File: src/rtl/muldiv_unit.sv
// muldiv_unit: iterative RV32M multiply/divide unit for the execute stage.
// Define MULDIV_FAST_MUL_EN to give the multiply ops a single combinational path.
module muldiv_unit #(
    parameter int XLEN  = 32,
    parameter int CNT_W = 6
) (
    input  logic            clk,
    input  logic            rst,
    input  logic            start,
    input  logic [2:0]      op,
    input  logic [XLEN-1:0] dataa,
    input  logic [XLEN-1:0] datab,
    output logic            busy,
    output logic            done,
    output logic [XLEN-1:0] result
);

    typedef enum logic [1:0] {
        IDLE,
        CALC,
        FIN,
        FMUL
    } state_t;

    state_t              state_q, state_d;
    logic [CNT_W-1:0]    cnt_q, cnt_d;
    logic                ld_q, ld_d;
    logic [2:0]          op_q, op_d;
    logic [XLEN-1:0]     a_q, a_d;
    logic [XLEN-1:0]     b_q, b_d;
    logic [2*XLEN-1:0]   acc_q, acc_d;
    logic [XLEN-1:0]     dvs_q, dvs_d;
    logic                done_q, done_d;
    logic [XLEN-1:0]     res_q, res_d;

    logic                accept;
    logic                is_div;
    logic                a_sgn, b_sgn;
    logic                sa, sb;
    logic [XLEN-1:0]     mag_a, mag_b;
    logic [XLEN:0]       msum;
    logic [2*XLEN-1:0]   mul_nx;
    logic [XLEN:0]       drem;
    logic                dge;
    logic [XLEN-1:0]     dsub;
    logic [2*XLEN-1:0]   div_nx;
    logic [2*XLEN-1:0]   acc_nx;
    logic [2*XLEN-1:0]   prod;
    logic [XLEN-1:0]     quo, rem;
    logic                div0;
    logic [XLEN-1:0]     fin_res;

    assign is_div = op_q[2];
    assign a_sgn  = (op_q == 3'b001) || (op_q == 3'b010) ||
                    (op_q == 3'b100) || (op_q == 3'b110);
    assign b_sgn  = (op_q == 3'b001) || (op_q == 3'b100) ||
                    (op_q == 3'b110);
    assign sa     = a_sgn & a_q[XLEN-1];
    assign sb     = b_sgn & b_q[XLEN-1];
    assign mag_a  = sa ? -a_q : a_q;
    assign mag_b  = sb ? -b_q : b_q;

    // Shift-add step: high half accumulates, multiplier drains from the low half.
    assign msum   = {1'b0, acc_q[2*XLEN-1:XLEN]} +
                    (acc_q[0] ? {1'b0, dvs_q} : '0);
    assign mul_nx = {msum, acc_q[XLEN-1:1]};

    // Restoring step: remainder in the high half, quotient bits enter at bit 0.
    assign drem   = acc_q[2*XLEN-1:XLEN-1];
    assign dge    = drem >= {1'b0, dvs_q};
    assign dsub   = drem[XLEN-1:0] - dvs_q;
    assign div_nx = dge ? {dsub, acc_q[XLEN-2:0], 1'b1}
                        : {drem[XLEN-1:0], acc_q[XLEN-2:0], 1'b0};
    assign acc_nx = is_div ? div_nx : mul_nx;

    assign prod = (sa ^ sb) ? -acc_nx : acc_nx;
    assign quo  = acc_nx[XLEN-1:0];
    assign rem  = acc_nx[2*XLEN-1:XLEN];
    assign div0 = (b_q == '0);

    always_comb begin
        fin_res = '0;
        case (op_q)
            3'b000: fin_res = prod[XLEN-1:0];
            3'b001,
            3'b010,
            3'b011: fin_res = prod[2*XLEN-1:XLEN];
            3'b100,
            3'b101: fin_res = div0 ? '1 : ((sa ^ sb) ? -quo : quo);
            default: fin_res = div0 ? a_q : (sa ? -rem : rem);
        endcase
    end

`ifdef MULDIV_FAST_MUL_EN
    logic [2*XLEN-1:0] fprod;
    logic [2*XLEN-1:0] fsgn;
    logic [XLEN-1:0]   fres;

    assign fprod = {{XLEN{1'b0}}, mag_a} * {{XLEN{1'b0}}, mag_b};
    assign fsgn  = (sa ^ sb) ? -fprod : fprod;
    assign fres  = (op_q[1:0] == 2'b00) ? fsgn[XLEN-1:0]
                                        : fsgn[2*XLEN-1:XLEN];
`endif

    always_comb begin
        state_d = state_q;
        cnt_d   = cnt_q;
        ld_d    = ld_q;
        op_d    = op_q;
        a_d     = a_q;
        b_d     = b_q;
        acc_d   = acc_q;
        dvs_d   = dvs_q;
        done_d  = 1'b0;
        res_d   = res_q;
        accept  = 1'b0;

        unique case (state_q)
            IDLE: accept = start;
            CALC: begin
                if (ld_q) begin
                    ld_d  = 1'b0;
                    acc_d = {{XLEN{1'b0}}, (is_div ? mag_a : mag_b)};
                    dvs_d = is_div ? mag_b : mag_a;
                end else begin
                    acc_d = acc_nx;
                    cnt_d = cnt_q + 1'b1;
                    if (cnt_q == CNT_W'(XLEN - 1)) begin
                        state_d = FIN;
                        done_d  = 1'b1;
                        res_d   = fin_res;
                    end
                end
            end
            FIN: begin
                accept  = start;
                state_d = IDLE;
            end
`ifdef MULDIV_FAST_MUL_EN
            FMUL: begin
                state_d = FIN;
                done_d  = 1'b1;
                res_d   = fres;
            end
`endif
            default: state_d = IDLE;
        endcase

        if (accept) begin
            op_d    = op;
            a_d     = dataa;
            b_d     = datab;
            cnt_d   = '0;
            ld_d    = 1'b1;
            state_d = CALC;
`ifdef MULDIV_FAST_MUL_EN
            if (!op[2]) begin
                state_d = FMUL;
            end
`endif
        end
    end

    always_ff @(posedge clk) begin
        if (rst) begin
            state_q <= IDLE;
            cnt_q   <= '0;
            ld_q    <= 1'b0;
            op_q    <= '0;
            a_q     <= '0;
            b_q     <= '0;
            acc_q   <= '0;
            dvs_q   <= '0;
            done_q  <= 1'b0;
            res_q   <= '0;
        end else begin
            state_q <= state_d;
            cnt_q   <= cnt_d;
            ld_q    <= ld_d;
            op_q    <= op_d;
            a_q     <= a_d;
            b_q     <= b_d;
            acc_q   <= acc_d;
            dvs_q   <= dvs_d;
            done_q  <= done_d;
            res_q   <= res_d;
        end
    end

    assign busy   = (state_q == CALC);
    assign done   = done_q;
    assign result = res_q;

endmodule

File: config.mk
export PLATFORM = sky130hd
export DESIGN_NAME = muldiv_unit
export DESIGN_NICKNAME = d
export VERILOG_FILES = /design/src/rtl/muldiv_unit.sv
export SDC_FILE = /design/constraint.sdc
export NUM_CORES = 1
export LEC_CHECK = 0
export BUFFER_PORTS_ARGS = -buffer_cell sky130_fd_sc_hd__buf_2
export CAP_MARGIN = 30
export CORE_MARGIN = 3
export CORE_UTILIZATION = 25
export DETAILED_ROUTE_END_ITERATION = 7
export GPL_ROUTABILITY_DRIVEN = 0
export PLACE_DENSITY = 0.5
export SYNTH_ARGS = -nofsm -noshare
export SYNTH_HDL_FRONTEND = slang
export SYNTH_SLANG_ARGS = --single-unit
File: constraint.sdc
create_clock -name clk -period 6.2 [get_ports clk]
set_clock_uncertainty 0.1 [all_clocks]
set_input_delay 0.93 -clock clk [delete_from_list [all_inputs] [get_ports clk]]
set_output_delay 0.93 -clock clk [all_outputs]
set_load 0.1 [all_outputs]
==> flow_summary.toml <==
[outcome]
status = "complete, no violations"

[final_layout]
seq_area_um2 = 4110
multi_input_area_um2 = 13500
antenna_cells = 0
drive_above_1_share_pct = 12.8
fill_cells = 8011
mostFrequentLayoutCells = "nand2_1, nor2_1, a21oi_1"
post-route-cell-area_um2 = 21100
syn_to_final_growth_pct = 13.8
finalNetCount = 2726
layout_commonest_cell = "nand2_1"

[clocking]
cts-root-buf = "clkbuf_16"
cts_made_buffers = 26
cts_hold_buf = 0
postCtsSetupBuffers = 0
path_clk_slew_ns = 0.06
clock_latency_ns = 0.58
cts_tree = "done"
clockBufferDepth = 3
cts_resized = 0
cts_sinks = 205
h-tree-depth = 1

[critical_path]
crit_type = "reg2reg"
critPathRequiredTime_ns = 6.52
arrival_ns = 5.92
path_cells = "inv_1 > ha_1 > a21oi_2 > o21ai_2 > a2111oi_4 > o211ai_1 > nor2_2 > a21oi_1 > inv_1 > ha_1 > nor3b_1 > o221ai_1 > or3_1 > nor3b_2 > buf_4 > a21oi_1 > nor2_1 > nand4_1 > nor4_1 > buf_4 > a41oi_1 > xnor2_1 > a211oi_1 > a211oi_1"
start_kind = "flop"
cpPeakStageDelay_ns = 0.46
slowest_stage = "or3_1"
ff2ff_setup_slack_ns = 0.60
path_max_fanout = 8
r2r_cells = 24
cp-end-kind = "flop"

[sta]
slew_violations = 0
rsz0062_at_grt = "false"
slew_headroom_pct = 20.2
setup_tns_ns = 0
post-route-period-util_pct = 90.3
fmax_mhz = 179
fin_crit_ns = 5.60
finalHoldViolations = 0
worst_pin_slew_ns = 1.17
setup-violations-final = 0

[placement]
dpl_cell_area_um2 = 20200
io_buffers = 103
dpl.hpwl_um = 61900

[grt]
grt_pass1_vias = 18700
overflow = 0
antenna_found_initial = 4
grt_max_degree = 93
grt_pass1_wl_um = 121000
grt_util_all_layers_pct = 20.0

[yosys]
synth_warnings = 0
async_flop_share_pct = 0
yosysTopAreaCell = "dfxtp_1"
synth_cell_types = 111
synth_edf_count = 0
syn_nets = 2684
ys_seq_area_share_pct = 22.1
synthTopCellsByArea = "dfxtp_1, a21oi_1, nand2_1"
synth_ff_type = "dfxtp_1"
synth.cell_area_um2 = 18500
ys_ff_latch = 205
yosysTopAreaCellShare_pct = 22.1
syn_inst = 2543
syn_area_per_cell_um2 = 7.29

[route]
drc_errors = 0
firstDrtPassIters = 6
ant_nets = 0
num_vias = 19900
drt_iter0_markers = 1953
wl_um = 80400
viasPerCell = 5.60
wl_per_cell_um = 22.6

[floorplanning]
die_area_um2 = 77400
core_um2 = 73200
row_count = 99
die_y_um = 278
initial_core_util_pct = 25.3
die_width_um = 278
pin_count = 104

[hold_path]
whs_path_depth = 2
holdCritPathClass = "reg2reg"

[power_and_ir_drop]
p_leak_nw = 8.16
power_density_nw_per_um2 = 246
peakVddDrop_uv = 182

[job]
max_cap_viol_count = 0
-- metrics by stage --
step	util [%]	hold slack [ns]	worst slack, ns	total power [mW]	instances
5_1_grt	28.8	0.392	0.169	5.40	3562
3_5_place_dp	27.6	0.357	0.696	3.56	3516
6_report	28.8	0.368	0.600	5.18	3562
4_1_cts	28.8	0.370	0.657	5.17	3562
2_1_floorplan	-	0.340	0.612	2.86	2543
3_3_place_gp	27.6	0.350	0.766	3.57	3514
-- final cells by class --
type,count,share of cell area [%]
timing repair buffer,187,5.56
sequential,205,19.5
multi-input combinational,2092,63.8
clock inverter,14,0.783
inverter,73,1.31
clock buffer,32,3.33
tap,959,5.69
-- cells in the mapped netlist, drive strengths merged, types with 36 or more instances --
| library cell | count |
|---|---|
| o31ai | 36 |
| buf | 53 |
| dfxtp | 205 |
| nor2 | 294 |
| nor3 | 110 |
| a21oi | 247 |
| clkbuf | 120 |
| inv | 71 |
| xnor2 | 96 |
| nand3 | 43 |
| nand2 | 298 |
| a31oi | 40 |
| mux2i | 65 |
| a211oi | 68 |
| ha | 69 |
| and2 | 52 |
| xor2 | 69 |
| o21ai | 119 |
-- power breakdown --
group / switching, mW / internal [mW]
clock: 0.668 / 0.929
combinational: 1.39 / 0.706
sequential: 0.114 / 1.37
total: 2.18 / 3.01
-- critical path: cells and delay by family, from the launching register on --
kind,cells,cell delay [ns]
DFF,1,0.36
xor gates and xnor gates,1,0.18
AOI/OAI and AO/OA,10,1.90
and+or+nand+nor,7,1.75
buffers and inverters,4,0.52
adders and majority gates,2,0.64
-- kinds of logic after synthesis --
kind of cell    after synthesis  synth area share [%]
simple gates                988                  25.5
compound gates              770                  28.1
buf+inv                     246                  5.36
flops                       205                  22.1
xor+xnor                    165                  7.80
mux                          98                  6.24
fa+ha+maj                    71                  4.87
-- state kept, by name, summed over array words and instances (netlist names) --
signal and flops:
a_q 32, acc_q 64, b_q 32, cnt_q 6, done 1, dvs_q 32
ld_q 1, op_q 3, result 32, state_q 2
-- layer usage --
metal,wire (um),track usage (%)
met4,3210,6.82
met1,35700,28.0
met3,6500,3.18
met2,35000,31.1
met5,0,0
-- worst paths after layout --
| kind | startpoint | end |
|---|---|---|
| worst max-delay path | dvs_q[20] | result[30] |
| worst min-delay path | result[1] | result[1] |
| worst max register to register | dvs_q[20] | result[30] |
| worst min register to register | result[1] | result[1] |
Power figures use the tool's default switching activity.
